File: src/rtl/mem_arbiter_if.sv
// Bus bundle between the core requesters (fetch, data), the arbiter and the unified memory port.
// The arbiter uses the slave modport; the environment (requesters plus memory) uses master.
interface mem_arbiter_if #(
    parameter int N = 64,
    parameter int W = 32
);
    logic          if_req;
    logic [W-1:0]  if_addr;
    logic [W-1:0]  if_rdata;
    logic          if_ready;
    logic          dm_req;
    logic [1:0]    dm_we;
    logic [N-1:0]  dm_addr;
    logic [N-1:0]  dm_wdata;
    logic [N-1:0]  dm_rdata;
    logic          dm_ready;
    logic          mem_req;
    logic [1:0]    mem_we;
    logic [N-1:0]  mem_addr;
    logic [N-1:0]  mem_wdata;
    logic [N-1:0]  mem_rdata;
    logic          mem_ack;
    logic          busy;
    logic          grant_d;

    modport slave (
        input  if_req, if_addr, dm_req, dm_we, dm_addr, dm_wdata, mem_rdata, mem_ack,
        output if_rdata, if_ready, dm_rdata, dm_ready, mem_req, mem_we, mem_addr, mem_wdata,
               busy, grant_d
    );

    modport master (
        output if_req, if_addr, dm_req, dm_we, dm_addr, dm_wdata, mem_rdata, mem_ack,
        input  if_rdata, if_ready, dm_rdata, dm_ready, mem_req, mem_we, mem_addr, mem_wdata,
               busy, grant_d
    );
endinterface

File: src/rtl/mem_arbiter.sv
// Arbitrates the unified memory port between fetch and data: data has fixed priority,
// bounded by a consecutive-grant counter so a waiting fetch is served after at most MAXD data accesses.
module mem_arbiter #(
    parameter int N    = 64,
    parameter int W    = 32,
    parameter int MAXD = 4
) (
    input  logic          clk,
    input  logic          reset,
    mem_arbiter_if.slave  bus
);
    localparam int DCW = $clog2(MAXD + 1);
    localparam logic [DCW-1:0] DMAX = DCW'(MAXD);
    localparam logic [DCW-1:0] DONE = DCW'(1);

    typedef enum logic [1:0] {
        IDLE = 2'd0,
        DACC = 2'd1,
        IACC = 2'd2,
        RESP = 2'd3
    } state_t;

    state_t          state_q, state_d;
    logic [DCW-1:0]  dcnt_q, dcnt_d;
    logic            mem_req_q, mem_req_d;
    logic [1:0]      mem_we_q, mem_we_d;
    logic [N-1:0]    mem_addr_q, mem_addr_d;
    logic [N-1:0]    mem_wdata_q, mem_wdata_d;
    logic [N-1:0]    dm_rdata_q, dm_rdata_d;
    logic [W-1:0]    if_rdata_q, if_rdata_d;
    logic            dm_ready_q, dm_ready_d;
    logic            if_ready_q, if_ready_d;
    logic            busy_q, busy_d;
    logic            grant_d_q, grant_d_d;

    // Next-state, grant decision and response capture
    always_comb begin
        state_d     = state_q;
        dcnt_d      = dcnt_q;
        mem_req_d   = mem_req_q;
        mem_we_d    = mem_we_q;
        mem_addr_d  = mem_addr_q;
        mem_wdata_d = mem_wdata_q;
        dm_rdata_d  = dm_rdata_q;
        if_rdata_d  = if_rdata_q;
        dm_ready_d  = 1'b0;
        if_ready_d  = 1'b0;
        grant_d_d   = grant_d_q;
        case (state_q)
            IDLE: begin
                if (bus.dm_req && (!bus.if_req || (dcnt_q < DMAX))) begin
                    state_d     = DACC;
                    grant_d_d   = 1'b1;
                    dcnt_d      = bus.if_req ? (dcnt_q + DONE) : {DCW{1'b0}};
                    mem_req_d   = 1'b1;
                    // Reserved write type 11 is issued as a plain read
                    mem_we_d    = (bus.dm_we == 2'b11) ? 2'b00 : bus.dm_we;
                    mem_addr_d  = bus.dm_addr;
                    mem_wdata_d = bus.dm_wdata;
                end else if (bus.if_req) begin
                    state_d     = IACC;
                    grant_d_d   = 1'b0;
                    dcnt_d      = {DCW{1'b0}};
                    mem_req_d   = 1'b1;
                    mem_we_d    = 2'b00;
                    mem_addr_d  = N'(bus.if_addr);
                    mem_wdata_d = {N{1'b0}};
                end else begin
                    state_d = IDLE;
                end
            end
            DACC: begin
                if (bus.mem_ack) begin
                    state_d    = RESP;
                    mem_req_d  = 1'b0;
                    dm_rdata_d = bus.mem_rdata;
                    dm_ready_d = 1'b1;
                end else begin
                    state_d = DACC;
                end
            end
            IACC: begin
                if (bus.mem_ack) begin
                    state_d    = RESP;
                    mem_req_d  = 1'b0;
                    if_rdata_d = bus.mem_rdata[W-1:0];
                    if_ready_d = 1'b1;
                end else begin
                    state_d = IACC;
                end
            end
            // Ready pulses here; held requests are not re-arbitrated until IDLE
            RESP: begin
                state_d = IDLE;
            end
            default: begin
                state_d   = IDLE;
                mem_req_d = 1'b0;
            end
        endcase
        busy_d = (state_d != IDLE);
    end

    // State and registered-output flops
    always_ff @(posedge clk or negedge reset) begin
        if (!reset) begin
            state_q     <= IDLE;
            dcnt_q      <= {DCW{1'b0}};
            mem_req_q   <= 1'b0;
            mem_we_q    <= 2'b00;
            mem_addr_q  <= {N{1'b0}};
            mem_wdata_q <= {N{1'b0}};
            dm_rdata_q  <= {N{1'b0}};
            if_rdata_q  <= {W{1'b0}};
            dm_ready_q  <= 1'b0;
            if_ready_q  <= 1'b0;
            busy_q      <= 1'b0;
            grant_d_q   <= 1'b0;
        end else begin
            state_q     <= state_d;
            dcnt_q      <= dcnt_d;
            mem_req_q   <= mem_req_d;
            mem_we_q    <= mem_we_d;
            mem_addr_q  <= mem_addr_d;
            mem_wdata_q <= mem_wdata_d;
            dm_rdata_q  <= dm_rdata_d;
            if_rdata_q  <= if_rdata_d;
            dm_ready_q  <= dm_ready_d;
            if_ready_q  <= if_ready_d;
            busy_q      <= busy_d;
            grant_d_q   <= grant_d_d;
        end
    end

    assign bus.mem_req   = mem_req_q;
    assign bus.mem_we    = mem_we_q;
    assign bus.mem_addr  = mem_addr_q;
    assign bus.mem_wdata = mem_wdata_q;
    assign bus.dm_rdata  = dm_rdata_q;
    assign bus.if_rdata  = if_rdata_q;
    assign bus.dm_ready  = dm_ready_q;
    assign bus.if_ready  = if_ready_q;
    assign bus.busy      = busy_q;
    assign bus.grant_d   = grant_d_q;
endmodule

File: src/flat_wrapper.sv
// flat-port wrapper written by rule: the top's interface ports become plain ports
module mem_arbiter_flat 
#(
    parameter int N    = 64,
    parameter int W    = 32,
    parameter int MAXD = 4
)
  (clk, reset, bus_if_req, bus_if_addr, bus_dm_req, bus_dm_we, bus_dm_addr, bus_dm_wdata, bus_mem_rdata, bus_mem_ack, bus_if_rdata, bus_if_ready, bus_dm_rdata, bus_dm_ready, bus_mem_req, bus_mem_we, bus_mem_addr, bus_mem_wdata, bus_busy, bus_grant_d);
  mem_arbiter_if #(.N(N), .W(W)) bus_i ();
  input  logic clk;
  input  logic reset;
  input wire logic [$bits(bus_i.if_req)-1:0] bus_if_req;
  input wire logic [$bits(bus_i.if_addr)-1:0] bus_if_addr;
  input wire logic [$bits(bus_i.dm_req)-1:0] bus_dm_req;
  input wire logic [$bits(bus_i.dm_we)-1:0] bus_dm_we;
  input wire logic [$bits(bus_i.dm_addr)-1:0] bus_dm_addr;
  input wire logic [$bits(bus_i.dm_wdata)-1:0] bus_dm_wdata;
  input wire logic [$bits(bus_i.mem_rdata)-1:0] bus_mem_rdata;
  input wire logic [$bits(bus_i.mem_ack)-1:0] bus_mem_ack;
  output wire logic [$bits(bus_i.if_rdata)-1:0] bus_if_rdata;
  output wire logic [$bits(bus_i.if_ready)-1:0] bus_if_ready;
  output wire logic [$bits(bus_i.dm_rdata)-1:0] bus_dm_rdata;
  output wire logic [$bits(bus_i.dm_ready)-1:0] bus_dm_ready;
  output wire logic [$bits(bus_i.mem_req)-1:0] bus_mem_req;
  output wire logic [$bits(bus_i.mem_we)-1:0] bus_mem_we;
  output wire logic [$bits(bus_i.mem_addr)-1:0] bus_mem_addr;
  output wire logic [$bits(bus_i.mem_wdata)-1:0] bus_mem_wdata;
  output wire logic [$bits(bus_i.busy)-1:0] bus_busy;
  output wire logic [$bits(bus_i.grant_d)-1:0] bus_grant_d;
  assign bus_i.if_req = bus_if_req;
  assign bus_i.if_addr = bus_if_addr;
  assign bus_i.dm_req = bus_dm_req;
  assign bus_i.dm_we = bus_dm_we;
  assign bus_i.dm_addr = bus_dm_addr;
  assign bus_i.dm_wdata = bus_dm_wdata;
  assign bus_i.mem_rdata = bus_mem_rdata;
  assign bus_i.mem_ack = bus_mem_ack;
  assign bus_if_rdata = bus_i.if_rdata;
  assign bus_if_ready = bus_i.if_ready;
  assign bus_dm_rdata = bus_i.dm_rdata;
  assign bus_dm_ready = bus_i.dm_ready;
  assign bus_mem_req = bus_i.mem_req;
  assign bus_mem_we = bus_i.mem_we;
  assign bus_mem_addr = bus_i.mem_addr;
  assign bus_mem_wdata = bus_i.mem_wdata;
  assign bus_busy = bus_i.busy;
  assign bus_grant_d = bus_i.grant_d;
  mem_arbiter #(.N(N), .W(W), .MAXD(MAXD)) u_core (.clk(clk), .reset(reset), .bus(bus_i));
endmodule
File: config.mk
export PLATFORM = sky130hd
export DESIGN_NAME = mem_arbiter_flat
export DESIGN_NICKNAME = d
export VERILOG_FILES = /design/src/rtl/mem_arbiter_if.sv /design/src/rtl/mem_arbiter.sv /design/src/flat_wrapper.sv
export SDC_FILE = /design/constraint.sdc
export NUM_CORES = 1
export LEC_CHECK = 0
export BUFFER_PORTS_ARGS = -buffer_cell sky130_fd_sc_hd__buf_2
export CAP_MARGIN = 20
export CORE_AREA = 4 4 179 181
export DETAILED_ROUTE_END_ITERATION = 12
export DIE_AREA = 0 0 183 185
export HOLD_SLACK_MARGIN = 0.06
export PLACE_DENSITY = 0.68
export SYNTH_ARGS = -nofsm -noshare
export SYNTH_HDL_FRONTEND = slang
export SYNTH_SLANG_ARGS = --single-unit
File: constraint.sdc
create_clock -name clk -period 2 [get_ports clk]
set_input_delay 0.1 -clock clk [delete_from_list [all_inputs] [get_ports clk]]
set_output_delay 0.1 -clock clk [all_outputs]
set_load 0.02 [all_outputs]
==> metrics <==
number of buffers on the longest clock path 3; element type at the critical path start flip-flop; placeable core area 30400 um^2; Clk pin slew, worst setup/hold paths 0.06 ns; fraction of synthesized cell area taken by the top area cell type 66.1%; multi-input gate area in the final layout 2760 um^2; Int Pwr 13700 uW; n_diodes 0; post-route clock period utilization 87.2%; setup total negative slack 0 ns; number of search-and-repair iterations in the first detailed-routing pass 7; depth of the worst register-to-register path 7; total of fill cells in the finished design 2561; PwrDens 1530 nW/um^2; most frequent standard cell in the layout excluding fill and tap cells buf_2; r2r setup slk 0.26 ns; Max-slew headroom 65.7%; WHS 0.112 ns; post-synth top area cell dfrtp_1; final RePlAce weighted congestion 0.820; library cell contributing the largest single delay on the critical path dfrtp_1; biggest cell delay along the critical path 0.39 ns; syn nets 878; Tightest Hold Check Type in2async; DRT antenna net count 0; total clock buffers created by CTS 24; Core Util, Final 48.7%; post-layout min period 1.74 ns; highest ir drop seen on vdd 0.000728 V; flip-flop and latch area 5910 um^2; remaining routing DRC violations 0; reg-to-reg startpoint u_core.state_q[0]; largest fanout on the critical path 37; TritonCTS clock tree done; Port Buf Inserts 461; Reg-to-Reg End u_core.bus.mem_wdata[50]; fraction of power consumed by sequential logic 36.3%; worst clock skew 0.0115 ns; Final Max Tran Viols 0; initial DRC count 273; top cells by area, synth dfrtp_1 66%, mux2_2 12%, a22o_1 9.6%; Sw Ratio 39.6%; gr ovfl total 0; commonest cells after routing, fill and taps aside 460 x buf_2, 236 x dfrtp_1, 230 x dlygate4sd3_1; switching power of the nets 8980 uW; CP Cell Sequence inv_1 > ha_1 > nand2_1 > a21oi_4 > buf_12 > buf_4 > a22o_1; number of global-route vias before repair 8632; initial antenna violation count 2; part of the total power dissipated in the clock network 18.6%; final count of hold timing violations 0; unrepaired setup endpoints after global routing no; share of layout cells above drive strength 1 45.7%; Root Driver clkbuf_16; via count 7995; Via density 4.58; final standard cell area without fillers 14800 um^2; Post-Synthesis Cells 641; y dimension of the die 185 um; Starting Density 29.4%; first-pass GRT wire length 46500 um; leakage power of the design 0.00735 uW; clk_lat worst skew 0.51 ns; half-perimeter wire length of the detailed placement result 19700 um; post-layout total power 22700 uW; number of cells upsized or downsized after cts 0; Worst Setup SP u_core.state_q[0]; Area after DPL 11800 um^2; total of max-cap violations 0; worst path required time 2.44 ns; Synth-to-Final Area Change 65.7%; category of the worst setup path capture point flip-flop; yosys warns 0; maximum number of pins on one net before global-route repair 64; Netlist Area Pre-Place 8940 um^2; fin nets 1571; Die Wd 183 um; run status completed; standard-cell row count 64; WL final 30400 um; # setup viols final 0; area enclosed by the die boundary 33900 um^2; count of state elements after synthesis 236; Arrival @ worst endpoint 2.19 ns; clk sink count 236; Wirelength per Cell 17.4 um; Cell variety after synth 25; ports placed on the boundary 462; maximum level of the CTS H-tree 1; Comb pwr share 45.2%; proportion of synthesized chip area in sequential cells 66.1%; fmax 573 MHz; global-route usage over all layers 16.9%; type of the setup path with the least slack reg2reg; average footprint of a synthesized cell 13.9 um^2; measured slew at the worst slew-check pin 0.512 ns
## critical path, delay by kind of cell, from the launching register on
kind	cells	cell delay, ns
buf+inv	3	0.56
flops	1	0.39
compound gates	2	0.31
fa+ha+maj	1	0.26
simple gates	1	0.13
## registers in the layout, summed over array words and instances (netlist names)
register              flops
u_core.bus.dm_rdata      64
u_core.bus.if_ready       1
u_core.bus.grant_d        1
u_core.bus.mem_addr      64
u_core.bus.dm_ready       1
u_core.dcnt_q             3
u_core.bus.mem_wdata     64
u_core.bus.mem_req        1
u_core.bus.if_rdata      32
u_core.bus.mem_we         2
u_core.state_q            2
u_core.bus.busy           1
## power by group through the flow
stage / Clock [uW] / Sequential, uW / Combinational [uW]
floorplan: 0 / 10800 / 3520
global placement: 0 / 8160 / 9710
detailed placement: 0 / 8180 / 9930
CTS: 4340 / 8160 / 10300
global route: 4560 / 8470 / 10900
finish: 4210 / 8220 / 10200
## cells in the mapped netlist
cell type  count
a21oi_1       66
a22o_1        98
a21boi_1       1
a21o_1         1
nand2_1       34
nand2b_1       1
buf_4         13
ha_1           6
o31ai_1        1
a21bo_2        1
o21ai_0        2
o21ai_4        1
and2_1         1
nor3_1         2
clkbuf_1       9
inv_1          6
mux2_2        97
a32o_1         2
dfrtp_1      236
a21oi_4        1
nor3b_1        2
a22oi_1        1
buf_2         24
nor2_1        34
o21a_1         1
## layer usage
metal | part of all wire, % | vias to the layer above | global-route usage [%]
li1 | - | 3688 | -
met1 | 38 | 3886 | 19.6
met2 | 52 | 344 | 31.0
met3 | 7.3 | 73 | 3.73
met4 | 2.9 | 4 | 5.33
met5 | 0.089 | - | 0
## cell type report
class | count | share of cell area [%]
flip-flops and latches | 236 | 39.9
well taps | 396 | 3.34
repair buffers | 713 | 33.0
multi-input cells | 353 | 18.7
inverters | 6 | 0.152
clock buffers | 40 | 4.86
clock inverters | 2 | 0.144
## stage by stage
stage                     instances  setup WS [ns]
final                          1746          0.256
after global routing           1746          0.121
after CTS                      1746          0.242
after detailed placement       1474          0.268
after global placement         1474          0.329
after floorplan                 641          0.394
## how the worst max path moves through the flow
stage / end / cells after the start
5_1_grt: u_core.bus.mem_wdata[50] / 7
4_1_cts: u_core.bus.mem_wdata[13] / 7
3_5_place_dp: u_core.bus.mem_wdata[55] / 7
3_3_place_gp: u_core.bus.mem_wdata[38] / 7
6_report: u_core.bus.mem_wdata[50] / 7
2_1_floorplan: u_core.bus.dm_rdata[0] / 6
## cell families (layout without fill, tap and decap cells)
group | after synthesis | count (layout) | synth area share (%)
DFF | 236 | 236 | 66.1
and+or+nand+nor | 74 | 74 | 3.28
adders and majority gates | 6 | 6 | 0.840
buffers and inverters | 52 | 761 | 3.07
muxes | 97 | 97 | 12.2
AOI/OAI and AO/OA | 176 | 176 | 14.5
## repair_timing
action,in CTS,in global routing
setup endpoints to repair,0,0
setup buffers,0,0
hold buffers,230,0
hold endpoints to repair,466,0
No activity file was read; power rests on OpenSTA's default activity.
